### src/rtl/load_unit.sv
// RISC-V load unit: fetches 1/2/4 bytes from a byte-wide synchronous read port,
// assembles them little-endian and sign/zero-extends the result to 32 bits.
module load_unit #(
  parameter int ADDRESS_LENGTH = 32,
  parameter int DATA_WIDTH     = 32,
  parameter int BYTE_LEN       = 8
) (
  input  logic                      clk,
  input  logic                      rst,
  input  logic                      req_valid,
  output logic                      req_ready,
  input  logic [ADDRESS_LENGTH-1:0] req_addr,
  input  logic [2:0]                req_funct3,
  output logic                      mem_re,
  output logic [ADDRESS_LENGTH-1:0] mem_addr,
  input  logic [BYTE_LEN-1:0]       mem_rdata,
  output logic                      resp_valid,
  input  logic                      resp_ready,
  output logic [DATA_WIDTH-1:0]     rdata,
  output logic                      err
);

  typedef enum logic [1:0] {
    IDLE  = 2'd0,
    ISSUE = 2'd1,
    DRAIN = 2'd2,
    RESP  = 2'd3
  } state_t;

  state_t                    state_r;
  logic [2:0]                cnt_r;
  logic [2:0]                funct3_r;
  logic [ADDRESS_LENGTH-1:0] base_r;
  logic [DATA_WIDTH-1:0]     asm_r;

  logic [2:0]                n_s;
  logic [2:0]                cnt_next_s;
  logic [1:0]                lane_s;
  logic [DATA_WIDTH-1:0]     full_s;

  // Byte count for a load type; zero marks an illegal funct3.
  function automatic logic [2:0] load_bytes(input logic [2:0] f3);
    case (f3)
      3'b000, 3'b100: load_bytes = 3'd1;
      3'b001, 3'b101: load_bytes = 3'd2;
      3'b010:         load_bytes = 3'd4;
      default:        load_bytes = 3'd0;
    endcase
  endfunction

  function automatic logic [DATA_WIDTH-1:0] extend(input logic [2:0] f3,
                                                   input logic [DATA_WIDTH-1:0] w);
    case (f3)
      3'b000:  extend = {{(DATA_WIDTH-BYTE_LEN){w[BYTE_LEN-1]}}, w[BYTE_LEN-1:0]};
      3'b100:  extend = {{(DATA_WIDTH-BYTE_LEN){1'b0}}, w[BYTE_LEN-1:0]};
      3'b001:  extend = {{(DATA_WIDTH-2*BYTE_LEN){w[2*BYTE_LEN-1]}}, w[2*BYTE_LEN-1:0]};
      3'b101:  extend = {{(DATA_WIDTH-2*BYTE_LEN){1'b0}}, w[2*BYTE_LEN-1:0]};
      3'b010:  extend = w;
      default: extend = {DATA_WIDTH{1'b0}};
    endcase
  endfunction

  assign req_ready = (state_r == IDLE) && !rst;

  // Assembly word with the byte returning this cycle merged into lane cnt-1.
  always_comb begin
    n_s        = load_bytes(funct3_r);
    cnt_next_s = cnt_r + 3'd1;
    lane_s     = 2'(cnt_r - 3'd1);
    full_s     = asm_r;
    full_s[BYTE_LEN*int'(lane_s) +: BYTE_LEN] = mem_rdata;
  end

  // Load sequencing FSM with registered memory strobe and response outputs.
  always_ff @(posedge clk) begin
    if (rst) begin
      state_r    <= IDLE;
      cnt_r      <= 3'd0;
      funct3_r   <= 3'd0;
      base_r     <= {ADDRESS_LENGTH{1'b0}};
      asm_r      <= {DATA_WIDTH{1'b0}};
      mem_re     <= 1'b0;
      mem_addr   <= {ADDRESS_LENGTH{1'b0}};
      resp_valid <= 1'b0;
      rdata      <= {DATA_WIDTH{1'b0}};
      err        <= 1'b0;
    end else begin
      case (state_r)
        IDLE: begin
          if (req_valid) begin
            base_r   <= req_addr;
            funct3_r <= req_funct3;
            cnt_r    <= 3'd0;
            asm_r    <= {DATA_WIDTH{1'b0}};
            if (load_bytes(req_funct3) != 3'd0) begin
              state_r  <= ISSUE;
              mem_re   <= 1'b1;
              mem_addr <= req_addr;
              err      <= 1'b0;
            end else begin
              // Illegal load type answers immediately without touching memory.
              state_r    <= RESP;
              resp_valid <= 1'b1;
              err        <= 1'b1;
              rdata      <= {DATA_WIDTH{1'b0}};
            end
          end
        end
        ISSUE: begin
          cnt_r <= cnt_next_s;
          if (cnt_r != 3'd0) begin
            asm_r <= full_s;
          end
          if (cnt_r == n_s - 3'd1) begin
            state_r <= DRAIN;
            mem_re  <= 1'b0;
          end else begin
            mem_addr <= base_r + ADDRESS_LENGTH'(cnt_next_s);
          end
        end
        DRAIN: begin
          asm_r      <= full_s;
          rdata      <= extend(funct3_r, full_s);
          err        <= 1'b0;
          resp_valid <= 1'b1;
          state_r    <= RESP;
        end
        RESP: begin
          if (resp_ready) begin
            resp_valid <= 1'b0;
            state_r    <= IDLE;
          end
        end
        default: begin
          state_r <= IDLE;
        end
      endcase
    end
  end

endmodule

### config.mk
export PLATFORM = sky130hd
export DESIGN_NAME = load_unit
export DESIGN_NICKNAME = d
export VERILOG_FILES = /design/src/rtl/load_unit.sv
export SDC_FILE = /design/constraint.sdc
export NUM_CORES = 1
export LEC_CHECK = 0
export ABC_AREA = 1
export CAP_MARGIN = 20
export CORE_MARGIN = 2
export CORE_UTILIZATION = 23
export CTS_BUF_LIST = sky130_fd_sc_hd__clkbuf_8 sky130_fd_sc_hd__clkbuf_16
export CTS_CLUSTER_SIZE = 16
export DETAILED_ROUTE_END_ITERATION = 10
export PLACE_DENSITY = 0.4
export SYNTH_ARGS = -nofsm -noshare
export SYNTH_HDL_FRONTEND = slang
export SYNTH_SLANG_ARGS = --single-unit
### constraint.sdc
create_clock -name clk -period 6.8 [get_ports clk]
set_input_delay 1.36 -clock clk [delete_from_list [all_inputs] [get_ports clk]]
set_output_delay 1.36 -clock clk [all_outputs]
set_load 0.1 [all_outputs]
==> reports/results.ini, run 1 <==
[cts]
post_cts_buffers = 0
path_clk_slew_ns = 0.06
clk_latency_ns = 0.43
cts_hold_buf = 0
root_buffer = clkbuf_16
cts_resized = 0
clock_path_buffers = 2
h-tree-depth = 4
cts_buffers = 17
cts_tree = yes
cts_sinks = 139

[floorplan]
initial_core_util = 0.2345
die_area_um2 = 32690
die_x_um = 180.8
fp.dieH_um = 180.8
placementRows = 64
core_area_um2 = 30670
pin_count = 115

[layout]
drive_above_1_share = 0.04902
area_growth_pct = 29.25
nets = 1274
final-seq-area_um2 = 2783
final_area_um2 = 9294
multiInputGateArea_um2 = 3879
nFillCells = 3416

[synth]
synthTopCellsByArea = dfxtp_1 39%, nand2_1 19%, nor2_1 9.0%
ys_warn_count = 0
synth_top_area_frac = 0.3870
ys_ff_latch = 139
netlist_instances = 1127
ys_seq_area_frac = 0.3870
syn_nets = 1189
ys_types = 36
synth_edf_count = 0
synth.cell_area_um2 = 7191
async_reset_ff_frac = 0
yosys.area.top_type = dfxtp_1
avgSynthCellArea_um2 = 6.380
ys.flop_type = dfxtp_1

[setup_path]
crit_type = in2out
r2r_cells = 11
r2r-end = mem_addr[17]$_SDFFE_PP0P_
cp.arrival_ns = 2.94
startpoint_type = input pin
cp_max_fo = 30
rrSetupSlack_ns = 3.19
crit_path_end_kind = output pin
cp.required_ns = 5.44
r2r_start = cnt_r[0]$_SDFFE_PP0P_

[routing]
highest_layer = met5
drt-total-wl_mm = 24.36
wl_per_cell_um = 15.02
wl_met1_mm = 11.57
dr_wl_met3_mm = 1.002
wl_met2_mm = 11.48
antenna_left = 0
vias = 7192
dr.pass1.iters = 5
first_iter_violations = 358
drcViolationCount = 0
routed_via_density = 4.434

[worst_hold_path]
hold_end = resp_valid$_SDFFE_PP0P_
min_path_type = reg2reg
hold_start = resp_valid$_SDFFE_PP0P_
whs_path_depth = 2

[grt]
antenna_found_initial = 4
grt_pass1_vias = 6995
grt_pass1_wl_mm = 38.58
overflow = 0
grt_max_degree = 63
grt_usage = 0.1483

[outcome]
status = completed

[power_and_ir_drop]
finalPower_w = 0.004130
cellPowerDensity_nw_per_um2 = 444.3
power.leakage_nw = 3.558
ir_drop_uv = 313.4

[sta]
fin_crit_ns = 4.305
drv_slew = 0
worstMarginPinSlew_ns = 1.009
hold_ws_ns = 0.4535
clock.fmax_ghz = 0.2323
finalSetupViolCount = 0
finalSetupTns_ns = 0
finalCritPeriodShare = 0.6330
hold_viol_final = 0
setup_slack_ns = 2.495
rsz0062_at_grt = no
skew_ns = 0.02084
slew_headroom = 0.3250

[placed_design]
gp_congestion = 0.8111
hpwl_mm = 16.94
dp_slack_ns = 2.470
placed_area_um2 = 8638
io_buffer_count = 114

[job]
drv_cap = 0

layer usage:
| metal | vias to the layer above | track usage |
|---|---|---|
| li1 | 3778 | - |
| met1 | 3270 | 0.1905 |
| met2 | 123 | 0.2490 |
| met5 | - | 0 |
| met4 | 4 | 0.03742 |
| met3 | 17 | 0.03528 |
how the worst max path moves through the flow:
stage	slack (ns)	startpoint	to	cells after the start
after CTS	2.47	rst	req_ready	3
final	2.50	rst	req_ready	3
after detailed placement	2.47	rst	req_ready	3
after global routing	2.41	rst	req_ready	3
after global placement	2.48	rst	req_ready	3
after floorplan	2.42	rst	req_ready	3
cell usage in the layout (no fill, tap or decap), types with 14 or more instances in the layout:
master,instances
o21ai_0,70
inv_1,65
clkbuf_16,17
nor2_1,172
clkdlybuf4s50_1,113
a21oi_1,128
ha_1,14
dfxtp_1,139
nand3_1,50
nand2_1,370
critical path: stages:
cell,delay [ns]
buf_2,0.28
nor2_1,0.16
clkdlybuf4s50_1,1.14
synth_stat cells (4+ instances only):
library cell / count
nand3_1: 50
o31ai_1: 7
ha_1: 14
clkbuf_1: 38
nor2_1: 172
a31oi_1: 7
dfxtp_1: 139
a21oi_1: 128
buf_2: 14
or2_2: 5
nand4_1: 5
o21ai_0: 70
nand2_1: 370
nand3b_1: 5
inv_1: 65
inv_2: 8
xnor2_1: 4
where the power goes:
group,internal (W),switching (W)
logic,0.000465,0.00146
registers,0.000986,0.000148
clock network,0.000664,0.000402
total,0.00212,0.00201
logic make-up (layout without fill, tap and decap cells):
family | after synthesis | after routing | share of synthesized area
AND/OR/NAND/NOR | 614 | 614 | 0.3417
flip-flops | 139 | 139 | 0.3870
AO/OA/AOI/OAI | 221 | 221 | 0.1611
XOR/XNOR | 7 | 7 | 0.008526
adder cells (fa/ha/maj) | 15 | 15 | 0.02714
other | 0 | 2 | 0
buffers and inverters | 131 | 228 | 0.07447
state kept, by name, indices dropped and copies added, names as in the netlist:
register / cells
asm_r: 32
base_r: 32
mem_addr: 32
rdata: 32
cnt_r: 3
funct3_r: 3
state_r: 2
err: 1
mem_re: 1
resp_valid: 1
cell type report:
type / instances / share of cell area
antenna: 2 / 0.0005385
clock buffer: 18 / 0.04725
clock inverter: 13 / 0.02275
inverter: 74 / 0.02989
multi-input combinational: 857 / 0.4173
sequential: 139 / 0.2994
tap: 396 / 0.05331
timing repair buffer: 123 / 0.1295
per-stage QoR:
stage,std cells,utilization
after floorplan,1127,-
after CTS,1620,0.3029
final,1622,0.3030
after global routing,1620,0.3029
after global placement,1589,0.2817
after detailed placement,1589,0.2817
Power figures use the tool's default switching activity.
==> run 2: changes to the inputs <==
PLACE_DENSITY = 0.41   (was 0.4)
clock period = 3.6 ns   (was 6.8 ns; I/O delays follow)
==> reports/results.ini, run 2 (synthesized netlist as in run 1, its figures left out) <==
[setup_path]
crit_buf_inv = 1  ; -1
rrSetupSlack_ns = 0.80  ; -2.39 ns
crit_type = reg2reg
cp.required_ns = 3.87  ; -1.57 ns
cpMostUsedCell = nand2_1
crit_family = simple AND/OR/NAND/NOR gates
startpoint_type = flop
cp.arrival_ns = 3.07  ; +0.13 ns
worstPathCellList = buf_4 > ha_1 > xor2_1 > ha_1 > nand3_1 > nand3_1 > nand2_1 > nor2_1 > nand2_1 > nand2_1 > nand3_1 > nand2_1 > a21oi_1
cp_slowest_cell = ha_1
crit_path_end_kind = flop
cp_max_fo = 15  ; -50%
cpPeakStageDelay_ns = 0.37  ; -0.77 ns

[power_and_ir_drop]
swShare = 0.4917  ; +0.003962
cellPowerDensity_nw_per_um2 = 832.5  ; +87%
p_sw_w = 0.003805  ; +89%
p_int_w = 0.003934  ; +86%
ir_drop_uv = 491.8  ; +57%
clkPwrFrac = 0.251  ; -0.007
power.leakage_nw = 3.579  ; +0.59%
seq_power_share = 0.274  ; about the same
combPwrFrac = 0.475  ; +0.008

[layout]
final_area_um2 = 9295  ; about the same
final-seq-area_um2 = 2783  ; unchanged
area_growth_pct = 29.27  ; about the same
drive_above_1_share = 0.05370  ; +0.004683
multiInputGateArea_um2 = 3872  ; -0.16%
nFillCells = 3434  ; +0.53%
mostFrequentLayoutCells = 370 x nand2_1, 172 x nor2_1, 139 x dfxtp_1
final_common_cell = nand2_1
utilization = 0.3031  ; about the same
nets = 1278  ; +0.31%

[grt]
grt_pass1_vias = 6986  ; -0.13%
grt_usage = 0.1480  ; -0.0002549
overflow = 0  ; unchanged
grt_pass1_wl_mm = 38.51  ; -0.20%
grt_max_degree = 90  ; +43%
antenna_found_initial = 1  ; -3

[job]
drv_cap = 0  ; unchanged

[routing]
wl_per_cell_um = 14.66  ; -2.4%
dr.pass1.iters = 5  ; unchanged
drcViolationCount = 0  ; unchanged
first_iter_violations = 347  ; -3.1%
antenna_left = 0  ; unchanged
routed_via_density = 4.391  ; -0.97%
drt-total-wl_mm = 23.84  ; -2.2%
vias = 7140  ; -0.72%

[sta]
clock.fmax_ghz = 0.3570
rsz0062_at_grt = no
fin_crit_ns = 2.801
finalSetupTns_ns = 0  ; unchanged
finalCritPeriodShare = 0.7781
worstMarginPinSlew_ns = 1.059  ; +0.05006 ns
finalSetupViolCount = 0  ; unchanged
hold_viol_final = 0  ; unchanged
slew_headroom = 0.2937  ; -0.03126
drv_slew = 0  ; unchanged
skew_ns = 0.02206  ; +0.001227 ns

[cts]
clk_latency_ns = 0.44  ; about the same
cts_hold_buf = 0  ; unchanged
post_cts_buffers = 0  ; unchanged
root_buffer = clkbuf_16
path_clk_slew_ns = 0.07  ; about the same
cts_tree = yes
cts_buffers = 17  ; unchanged
cts_resized = 0  ; unchanged
cts_sinks = 139  ; unchanged
h-tree-depth = 4  ; unchanged
clock_path_buffers = 2  ; unchanged

[placed_design]
placed_area_um2 = 8657  ; +0.22%
hpwl_mm = 17.07  ; +0.79%
gp_congestion = 0.8139  ; +0.35%
io_buffer_count = 114  ; unchanged

[floorplan]
fp.dieH_um = 180.8  ; unchanged
die_x_um = 180.8  ; unchanged
placementRows = 64  ; unchanged
pin_count = 115  ; unchanged
initial_core_util = 0.2345  ; unchanged
core_area_um2 = 30670  ; unchanged
die_area_um2 = 32690  ; unchanged

[worst_hold_path]
min_path_type = reg2reg

[outcome]
status = completed

run 2: routing by layer:
metal,track usage,vias to the layer above,routed length (µm)
li1,-,3780,-
met1,0.1888,3220,11230
met2,0.2544,122,11490
met3,0.02600,18,766
met4,0.04323,0,353
met5,0,-,0
run 2: power groups by stage:
| stage | Sequential, W | Clock [W] | Combinational [W] |
|---|---|---|---|
| final | 0.00212 | 0.00194 | 0.00368 |
| after global routing | 0.00217 | 0.00207 | 0.00402 |
| after floorplan | 0.00328 | 0 | 0.00159 |
| after CTS | 0.00212 | 0.00200 | 0.00374 |
| after detailed placement | 0.00215 | 0 | 0.00373 |
| after global placement | 0.00216 | 0 | 0.00372 |
run 2: final timing paths:
kind / end / startpoint / depth (start not counted)
worst min-delay path: resp_valid$_SDFFE_PP0P_ / resp_valid$_SDFFE_PP0P_ / 2
worst max register to register: mem_addr[25]$_SDFFE_PP0P_ / cnt_r[0]$_SDFFE_PP0P_ / 13
worst min register to register: resp_valid$_SDFFE_PP0P_ / resp_valid$_SDFFE_PP0P_ / 2
worst max-delay path: mem_addr[25]$_SDFFE_PP0P_ / cnt_r[0]$_SDFFE_PP0P_ / 13
run 2: layout make-up:
type                       instances  area share
clock inverter                    15     0.02261
antenna                            1   0.0002692
clock buffer                      17     0.04577
inverter                          74     0.02988
timing repair buffer             127      0.1322
multi-input combinational        857      0.4166
tap                              396     0.05330
sequential                       139      0.2994
run 2: per-stage QoR:
step	std cells	power (W)	setup WS [ns]	hold WS (ns)
global route	1625	0.008251	0.5014	0.4839
finish	1626	0.007738	0.7988	0.4514
global placement	1593	0.005884	0.8001	0.4483
detailed placement	1593	0.005876	0.7956	0.4460
CTS	1625	0.007854	0.7916	0.4548
floorplan	1127	0.004866	0.5017	0.4446
run 2: worst min-delay path, cell delays in order, from the launching register on:
cell	delay (ns)
dfxtp_1	0.31
inv_1	0.05
a21oi_1	0.05
==> run 3: changes to the inputs <==
clock period = 2.2 ns   (was 3.6 ns; I/O delays follow)
==> reports/results.ini, run 3 (synthesized netlist as in run 1, its figures left out) <==
[setup_path]
cpMostUsedCell = nand2_1
cpPeakStageDelay_ns = 0.36  ; about the same
cp.arrival_ns = 2.37  ; -0.70 ns
startpoint_type = flop
cp_max_fo = 5  ; -10
worstPathCellList = ha_4 > xor2_4 > ha_4 > nand3_2 > buf_4 > inv_1 > nor2_1 > nor2_2 > buf_4 > nand2_1 > nand2_1 > nand3_2 > nand2_1 > a21oi_1
cp.required_ns = 2.50  ; -1.37 ns
r2r_start = cnt_r[0]$_SDFFE_PP0P_
critPathLaunch = cnt_r[0]$_SDFFE_PP0P_
crit_type = reg2reg
crit_path_end_kind = flop
cp_slowest_cell = dfxtp_4
r2r_cells = 14  ; +1

[grt]
grt_usage = 0.1505  ; +0.002520
antenna_found_initial = 1  ; unchanged
grt_pass1_vias = 7321  ; +4.8%
grt.busiest_layer = met2
use_met2 = 0.2493  ; -0.005171
grt_max_degree = 90  ; unchanged
overflow = 0  ; unchanged
grt_pass1_wl_mm = 39.23  ; +1.9%
grtUsageMet1 = 0.1942  ; +0.005400
grtUsageMet3 = 0.03911  ; +0.01310

[cts]
root_buffer = clkbuf_16
clk_latency_ns = 0.43  ; about the same
cts_tree = yes
cts_buffers = 17  ; unchanged
path_clk_slew_ns = 0.06  ; about the same
h-tree-depth = 4  ; unchanged
clock_path_buffers = 2  ; unchanged
cts_sinks = 139  ; unchanged

[power_and_ir_drop]
swShare = 0.4867  ; -0.004943
cellPowerDensity_nw_per_um2 = 1330  ; +60%
clkPwrFrac = 0.226  ; -0.025
p_sw_w = 0.006302  ; +66%
combPwrFrac = 0.504  ; +0.029
ir_drop_uv = 781.9  ; +59%
seq_power_share = 0.270  ; -0.004
p_int_w = 0.006645  ; +69%
power.leakage_nw = 3.999  ; +12%

[floorplan]
initial_core_util = 0.2345  ; unchanged
die_x_um = 180.8  ; unchanged
pin_count = 115  ; unchanged
fp.dieH_um = 180.8  ; unchanged
core_area_um2 = 30670  ; unchanged
die_area_um2 = 32690  ; unchanged
placementRows = 64  ; unchanged

[placed_design]
gp_congestion = 0.8340  ; +2.5%
placed_area_um2 = 9019  ; +4.2%
io_buffer_count = 114  ; unchanged
hpwl_mm = 17.70  ; +3.7%

[worst_hold_path]
min_path_type = reg2reg
whs_path_depth = 2  ; unchanged
hold_start = resp_valid$_SDFFE_PP0P_

[routing]
vias = 7419  ; +3.9%
dr.pass1.iters = 5  ; unchanged
first_iter_violations = 397  ; +14%
drt-total-wl_mm = 24.38  ; +2.3%
routed_via_density = 4.416  ; +0.57%
drcViolationCount = 0  ; unchanged
antenna_left = 0  ; unchanged
wl_per_cell_um = 14.51  ; -1.0%

[layout]
nets = 1335  ; +4.5%
final-seq-area_um2 = 2790  ; +0.27%
mostFrequentLayoutCells = 363 x nand2_1, 164 x nor2_1, 137 x dfxtp_1
final_area_um2 = 9737  ; +4.8%
multiInputGateArea_um2 = 4000  ; +3.3%
utilization = 0.3175  ; +0.01440
area_growth_pct = 35.41
num_antenna_cells = 0  ; -1
nFillCells = 3388  ; -1.3%
drive_above_1_share = 0.1690  ; +0.1153
final_common_cell = nand2_1

[sta]
slew_headroom = 0.7022  ; +0.4084
rsz0062_at_grt = yes
finalCritPeriodShare = 0.9400  ; +0.1619
drv_slew = 0  ; unchanged
hold_viol_final = 0  ; unchanged
worstMarginPinSlew_ns = 0.4468  ; -0.6126 ns
clock.fmax_ghz = 0.4836  ; +35%
hold_ws_ns = 0.4487  ; -0.002668 ns
finalSetupViolCount = 0  ; unchanged
skew_ns = 0.007685  ; -0.01438 ns
fin_crit_ns = 2.068  ; -0.7332 ns

[outcome]
status = completed

[job]
drv_cap = 0  ; unchanged

[run 3: routing by layer]
layer | wire (µm) | share of wire | vias up
li1 | - | - | 3900
met1 | 11770 | 0.48 | 3365
met2 | 11240 | 0.46 | 136
met3 | 1084 | 0.044 | 16
met4 | 268 | 0.011 | 2
met5 | 16 | 0.00066 | -
[run 3: power groups by stage]
stage               registers (W)  logic [W]  clock network [W]
finish                    0.00349    0.00653            0.00293
CTS                       0.00349    0.00657            0.00302
floorplan                 0.00536    0.00262                  0
detailed placement        0.00354    0.00654                  0
global route              0.00357    0.00711            0.00311
global placement          0.00354    0.00655                  0
[run 3: worst max-delay path, delay by kind of cell, from the launching register on]
kind,cells,cell delay (ns)
AO/OA/AOI/OAI,1,0.05
XOR/XNOR,1,0.16
adder cells (fa/ha/maj),2,0.47
buffers and inverters,3,0.32
flip-flops,1,0.36
AND/OR/NAND/NOR,7,0.57
[run 3: path summary, 6_finish.rpt]
check,end,slack (ns)
max,mem_addr[27]$_SDFFE_PP0P_,0.13
min,resp_valid$_SDFFE_PP0P_,0.45
max reg2reg,mem_addr[27]$_SDFFE_PP0P_,0.13
min reg2reg,resp_valid$_SDFFE_PP0P_,0.45
[run 3: per-stage QoR]
stage	std cells	setup TNS, ns	setup slack [ns]	total power, W
global placement	1649	-1.259	-0.08770	0.01009
floorplan	1127	0	0.04993	0.007987
detailed placement	1649	-2.244	-0.1071	0.01008
CTS	1679	-0.001254	-0.001254	0.01308
finish	1680	0	0.1320	0.01295
global route	1680	-0.006439	-0.004761	0.01379
[run 3: what timing repair did]
item | in CTS | in global routing
setup buffers | 0 | 1
hold buffers | 0 | 0
gates resized for setup | 10 | 24
pin swaps | 4 | 3
setup endpoints to repair | 13 | 46
[run 3: area by class of cell]
| class | instances | share of cell area |
|---|---|---|
| clock inverters | 10 | 0.01195 |
| inverters | 74 | 0.02853 |
| clock buffers | 20 | 0.04793 |
| multi-input cells | 857 | 0.4108 |
| repair buffers | 184 | 0.1633 |
| flip-flops and latches | 139 | 0.2866 |
| well taps | 396 | 0.05089 |
